File: config.mk
export PLATFORM = sky130hd
export DESIGN_NAME = uj_sequencer
export DESIGN_NICKNAME = d
export VERILOG_FILES = /design/src/rtl/msdap_pkg.sv /design/src/rtl/uj_accumulator.sv /design/src/rtl/uj_sequencer.sv
export SDC_FILE = /design/constraint.sdc
export NUM_CORES = 1
export LEC_CHECK = 0
export CORE_ASPECT_RATIO = 2
export CORE_UTILIZATION = 28
export CTS_CLUSTER_DIAMETER = 120
export CTS_CLUSTER_SIZE = 20
export DETAILED_ROUTE_END_ITERATION = 8
export DONT_BUFFER_PORTS = 1
export PLACE_DENSITY = 0.5
export REMOVE_ABC_BUFFERS = 1
export SYNTH_ARGS = -nofsm -noshare
export SYNTH_HDL_FRONTEND = slang
export SYNTH_SLANG_ARGS = --single-unit
File: constraint.sdc
create_clock -name Sclk -period 3.2 [get_ports Sclk]
set_input_delay 0.16 -clock Sclk [delete_from_list [all_inputs] [get_ports Sclk]]
set_output_delay 0.16 -clock Sclk [all_outputs]
set_load 0.05 [all_outputs]
File: src/rtl/msdap_pkg.sv
// Shared definitions for the MSDAP u_j datapath.
//   DATA_W / ACC_W / FRAC_W / NBANDS : datapath widths and band count
//   state_t                          : uj_sequencer controller states
//   COEF_SIGN / COEF_K_*             : coefficient word field positions
//   align_sample()                   : sign-extends a sample and places it
//                                      FRAC_W bits up inside an ACC_W word
package msdap_pkg;

  localparam int DATA_W = 16;
  localparam int ACC_W  = 40;
  localparam int FRAC_W = 16;
  localparam int NBANDS = 16;

  // Coefficient word: [8] = subtract, [7:0] = delay k
  localparam int COEF_SIGN = 8;
  localparam int COEF_K_HI = 7;
  localparam int COEF_K_LO = 0;

  typedef enum logic [2:0] {
    IDLE,
    RJ_RD,
    RJ_CAP,
    CF_RD,
    X_RD,
    ACC,
    SHIFT,
    DONE
  } state_t;

  function automatic logic [ACC_W-1:0] align_sample(input logic [DATA_W-1:0] x);
    return {{(ACC_W-FRAC_W-DATA_W){x[DATA_W-1]}}, x, {FRAC_W{1'b0}}};
  endfunction

endpackage

File: src/rtl/uj_accumulator.sv
// Signed u_j accumulator for one band.
//   clk, reset_n : clock, synchronous active-low reset
//   clear        : zero u at the start of a band
//   en           : add/subtract the aligned sample this cycle
//   sub          : 1 = subtract the operand, 0 = add
//   x            : raw sample from the data buffer
//   u            : running u_j (wraps mod 2^ACC_W, no saturation)
module uj_accumulator
  import msdap_pkg::*;
(
  input  logic              clk,
  input  logic              reset_n,
  input  logic              clear,
  input  logic              en,
  input  logic              sub,
  input  logic [DATA_W-1:0] x,
  output logic [ACC_W-1:0]  u
);

  logic [ACC_W-1:0] operand;

  assign operand = align_sample(x);

  always_ff @(posedge clk) begin
    if (!reset_n) begin
      u <= '0;
    end else if (clear) begin
      u <= '0;
    end else if (en) begin
      u <= sub ? (u - operand) : (u + operand);
    end
  end

endmodule

File: src/rtl/uj_sequencer.sv
// Per-sample u_j controller: walks the NBANDS bands, fetches each band's
// coefficient count, coefficients and delayed samples, accumulates u_j and
// folds it into y by Horner shift-add.
//   Sclk, Reset_n      : clock, synchronous active-low reset
//   start, n           : start pulse and newest-sample buffer address
//   busy               : high from accepted start through the y_valid cycle
//   rj_addr / rj_data  : band coefficient-count memory port
//   coef_addr/coef_data: coefficient memory port ([8] sign, [7:0] delay)
//   x_addr / x_data    : sample buffer port
//   y, y_valid         : result and one-cycle update strobe
// Optional build macro UJ_TAP_EN adds uj_out / uj_idx / uj_valid, which
// expose u_j and its band index during every SHIFT cycle.
// Memory data is used in the cycle after the address register is loaded.
module uj_sequencer
  import msdap_pkg::*;
(
  input  logic              Sclk,
  input  logic              Reset_n,
  input  logic              start,
  input  logic [7:0]        n,
  output logic              busy,
  output logic [3:0]        rj_addr,
  input  logic [7:0]        rj_data,
  output logic [8:0]        coef_addr,
  input  logic [8:0]        coef_data,
  output logic [7:0]        x_addr,
  input  logic [DATA_W-1:0] x_data,
  output logic [ACC_W-1:0]  y,
  output logic              y_valid
`ifdef UJ_TAP_EN
  ,
  output logic [ACC_W-1:0]  uj_out,
  output logic [3:0]        uj_idx,
  output logic              uj_valid
`endif
);

  state_t           state;
  logic [7:0]       n_reg;
  logic [3:0]       j;
  logic [8:0]       ptr;
  logic [7:0]       cnt;
  logic             sign;
  logic [ACC_W-1:0] y_acc;
  logic [ACC_W-1:0] u_j;
  logic [ACC_W-1:0] y_sum;

  assign y_sum = y_acc + u_j;

  uj_accumulator u_acc (
    .clk     (Sclk),
    .reset_n (Reset_n),
    .clear   (state == RJ_CAP),
    .en      (state == ACC),
    .sub     (sign),
    .x       (x_data),
    .u       (u_j)
  );

`ifdef UJ_TAP_EN
  // Tap is a view of live state during SHIFT; reset forces all three to 0.
  assign uj_valid = (state == SHIFT);
  assign uj_out   = (state == SHIFT) ? u_j : '0;
  assign uj_idx   = (state == SHIFT) ? j : 4'd0;
`endif

  always_ff @(posedge Sclk) begin
    if (!Reset_n) begin
      state     <= IDLE;
      busy      <= 1'b0;
      y_valid   <= 1'b0;
      y         <= '0;
      y_acc     <= '0;
      rj_addr   <= '0;
      coef_addr <= '0;
      x_addr    <= '0;
      ptr       <= '0;
      j         <= '0;
      n_reg     <= '0;
      cnt       <= '0;
      sign      <= 1'b0;
    end else begin
      y_valid <= 1'b0;
      case (state)
        IDLE: begin
          busy <= 1'b0;
          // busy is still high in the y_valid cycle, so a start there is
          // ignored as well.
          if (start && !busy) begin
            n_reg <= n;
            y_acc <= '0;
            j     <= '0;
            ptr   <= '0;
            busy  <= 1'b1;
            state <= RJ_RD;
          end
        end
        RJ_RD: begin
          rj_addr <= j;
          state   <= RJ_CAP;
        end
        RJ_CAP: begin
          cnt   <= rj_data;
          state <= (rj_data == 8'd0) ? SHIFT : CF_RD;
        end
        CF_RD: begin
          coef_addr <= ptr;
          ptr       <= ptr + 9'd1;
          state     <= X_RD;
        end
        X_RD: begin
          // 8-bit subtraction wraps around the circular sample buffer.
          x_addr <= n_reg - coef_data[COEF_K_HI:COEF_K_LO];
          sign   <= coef_data[COEF_SIGN];
          state  <= ACC;
        end
        ACC: begin
          cnt   <= cnt - 8'd1;
          state <= (cnt == 8'd1) ? SHIFT : CF_RD;
        end
        SHIFT: begin
          y_acc <= ACC_W'($signed(y_sum) >>> 1);
          if (j == 4'(NBANDS - 1)) begin
            state <= DONE;
          end else begin
            j     <= j + 4'd1;
            state <= RJ_RD;
          end
        end
        DONE: begin
          y       <= y_acc;
          y_valid <= 1'b1;
          state   <= IDLE;
        end
        default: state <= IDLE;
      endcase
    end
  end

endmodule

==> impl_metrics.csv <==
group,metric,value,unit
worst_setup_path,rr_startpoint,"sign$_SDFFE_PN0P_",
power_and_ir_drop,leakage,3.87,nW
synth,synth_flop_cell,"dfxtp_1",
final_layout,fillers,3288,
worst_setup_path,crit_start,"sign$_SDFFE_PN0P_",
timing,post-route-period-util,93.3,%
worst_setup_path,crit_fanout,14,
clock_network,clock_path_buffers,2,
final_layout,top_regs,"y: 39 flops, y_acc: 39 flops, u_acc.u: 24 flops",
synth,synthesis.area,0.00876,mm^2
final_layout,drive_above_1_share,9.67,%
timing,fmax,0.335,GHz
grt,antenna_found_initial,1,
drt,drt_wl_total,24000,um
drt,drtIter0Drc,267,
clock_network,cts_sinks,158,
worst_setup_path,crit_chain,"buf_6, buf_8, nor2_1, xnor2_1, ha_2, nand3_2, nor4_4, o2111ai_4, a31oi_4, o21ai_2, a21oi_2, xnor2_1, or3_1, a21oi_1",
place,dp_cells,1500,
synth,yosys_warnings,0,
synth,ys_ff_latch,158,
status,outcome,"finished, final reports clean",
worst_setup_path,critical_path_class,"flip-flop to flip-flop",
grt,grt_first_pass_wirelength,38600,um
timing,slew_headroom,29.9,%
floorplanning,die_y,252,um
worst_setup_path,reg2reg_depth,14,
worst_setup_path,timing.rr.end,"u_acc.u[39]$_SDFFE_PP0P_",
power_and_ir_drop,powerDensity,463,mW/mm^2
run,maxCapViolations,0,
timing,finalClockSkew,13.5,ps
final_layout,post-route-util,33.0,%
power_and_ir_drop,p_total,0.00471,W
clock_network,clk_pin_slew,70,ps
power_and_ir_drop,ir_worst_vdd,0.266,mV
worst_setup_path,crit_top_cell,"xnor2_1",
floorplanning,num_rows,91,
final_layout,area_growth_syn_to_layout,16.2,%
worst_setup_path,max_stage_delay,400,ps
floorplanning,num_io_pins,107,
synth,syn-instance-count,1104,
floorplanning,dieWidth,127,um
synth,yosysSeqAreaShare,36.1,%
floorplanning,core_area,0.0309,mm^2
worst_setup_path,slowest_stage,"dfxtp_4",
worst_setup_path,r2r_slack,210,ps
worst_setup_path,crit_end,"u_acc.u[39]$_SDFFE_PP0P_",
drt,first_pass_iters,4,
grt,grt_start_max_net_pins,78,
clock_network,htree_num_levels,4,
drt,ant_nets,0,
clock_network,clock_latency,440,ps
timing,fin_crit,2990,ps
synth,synth_edf_count,0,
place,gp_congestion,0.817,
final_layout,final_cells,1556,
worst_setup_path,cp-end-kind,"flip-flop",
worst_setup_path,arrival,3340,ps
grt,grt_use_total,15.4,%
synth,yosysUniqueCellTypes,69,
drt,via_per_inst,4.88,
timing,setup_viol,0,
clock_network,cts_tree,"built",
grt,grt_overflow,0,
final_layout,fin_nets,1230,
drt,wl_per_cell,15.4,um
place,port_buffers,0,
synth,synth-async-reset-ratio,0,%
timing,hold_ws,39.4,ps
place,dp_hpwl,18500,um
timing,finalHoldViolCount,0,
clock_network,cts_buffers,17,
timing,grt_setup_unrepaired,"false",
timing,max_slew.worst_pin.slew,1050,ps
synth,syn-mean-instance-area,7.93,um^2
worst_setup_path,start_kind,"flip-flop",
grt,first_global_vias,7649,
hold_path,hold_path.class,"primary input to flip-flop",
floorplanning,start_util,28.4,%
worst_setup_path,worstPathRequired,3550,ps
timing,maxSlewViolCount,0,
drt,drc_errors,0,
clock_network,clock-root-buffer,"clkbuf_16",
floorplanning,dieArea,0.0320,mm^2
drt,vias,7592,
## metrics by stage
step / cell area (um^2) / setup TNS (ps) / setup WS [ps]
global placement: 9290 / -40.7 / -23.0
finish: 10200 / 0 / 213
floorplan: 8480 / 0 / 99.4
CTS: 10100 / 0 / 30.5
global route: 10200 / 0 / 23.3
detailed placement: 9290 / -76.4 / -52.9
## layer usage
layer  GRT usage, %  share of wire [%]  vias to the layer above
li1               -                  -                     3903
met1           14.3                 37                     3562
met5              0                  0                        -
met3           2.67                2.6                       24
met4           6.02                1.8                        0
met2           32.0                 59                      103
## final cells by class
class	instances	area [um^2]	share of cell area [%]
multi-input combinational	863	5260	51.7
sequential	158	3170	31.1
tap	418	523	5.14
timing repair buffer	59	519	5.10
clock buffer	17	425	4.18
clock inverter	15	184	1.81
inverter	25	95.1	0.934
antenna	1	2.50	0.0246
## repair_timing
item,4_1_cts,5_1_grt
buffers inserted,0,2
pin swaps,0,5
hold endpoints to repair,26,0
hold buffers,21,0
endpoints found under the setup margin,2,4
gates resized for setup,1,10
## cells in the final DEF (no fill, tap or decap), drive strengths merged, types with 4 or more instances in the layout
cell type,Yosys,layout
dfxtp,158,158
nand3,38,38
o22ai,5,5
ha,59,59
dlygate4sd3,0,21
nand2,202,202
buf,1,38
xnor2,40,40
clkinv,0,5
a31oi,10,10
a311oi,4,4
and3,6,6
nand4,7,7
and2,6,6
mux2i,5,5
nand2b,10,10
inv,25,29
a22oi,22,22
xor2,21,21
o21a,11,11
a21o,28,28
o211ai,5,5
or3,4,4
o21ai,49,49
nor2b,8,8
nor2,97,97
a211oi,13,13
a21oi,156,156
nor3,19,19
clkbuf,57,17
nor4,7,7
## cells by family (layout without fill, tap and decap cells)
| family | after synthesis | in the layout | share of synthesized area [%] |
|---|---|---|---|
| and+or+nand+nor | 416 | 416 | 21.0 |
| AOI/OAI and AO/OA | 319 | 319 | 22.9 |
| DFF | 158 | 158 | 36.1 |
| buffers and inverters | 83 | 116 | 4.21 |
| adders and majority gates | 62 | 62 | 9.11 |
| xor gates and xnor gates | 61 | 61 | 6.10 |
| muxes | 5 | 5 | 0.571 |
| other | 0 | 1 | 0 |
## cells in the mapped netlist (all sizes together) (8+ instances only)
library cell / n / share of area (%)
ha: 59 / 8.4
o21a: 11 / 0.94
nor3: 19 / 1.1
dfxtp: 158 / 36
inv: 25 / 1.1
nand2: 202 / 8.7
nor2b: 8 / 0.57
a21o: 28 / 2.4
a21oi: 156 / 9.0
clkbuf: 57 / 3.1
nand3: 38 / 2.2
nand2b: 10 / 0.71
xor2: 21 / 2.1
a211oi: 13 / 1.2
a22oi: 22 / 1.9
nor2: 97 / 4.2
xnor2: 40 / 4.0
o21ai: 49 / 3.0
a31oi: 10 / 0.96
## how the worst min path moves through the flow
| stage | cells past startpoint | slack (ps) | to | startpoint |
|---|---|---|---|---|
| after floorplan | 1 | 280 | y_acc[38]$_SDFFE_PN0P_ | Reset_n |
| after global placement | 1 | 290 | y_acc[38]$_SDFFE_PN0P_ | Reset_n |
| after detailed placement | 1 | 290 | y_acc[38]$_SDFFE_PN0P_ | Reset_n |
| after CTS | 4 | 30 | x_addr[7]$_SDFFE_PN0P_ | coef_data[7] |
| after global routing | 2 | 40 | state[0]$_SDFFE_PN0P_ | start |
| final | 2 | 40 | state[0]$_SDFFE_PN0P_ | start |
## worst max-delay path, delay by kind of cell, from the launching register on
| family | cells | cell delay (ps) |
|---|---|---|
| flip-flops | 1 | 400 |
| AND/OR/NAND/NOR | 4 | 820 |
| buffers and inverters | 2 | 300 |
| adder cells (fa/ha/maj) | 1 | 360 |
| AO/OA/AOI/OAI | 5 | 810 |
| XOR/XNOR | 2 | 210 |
## power breakdown
group          internal, W  switching [W]
registers          0.00200      0.0000594
clock network      0.00124       0.000889
logic             0.000202       0.000318
total              0.00344        0.00127
Power figures use the tool's default switching activity.
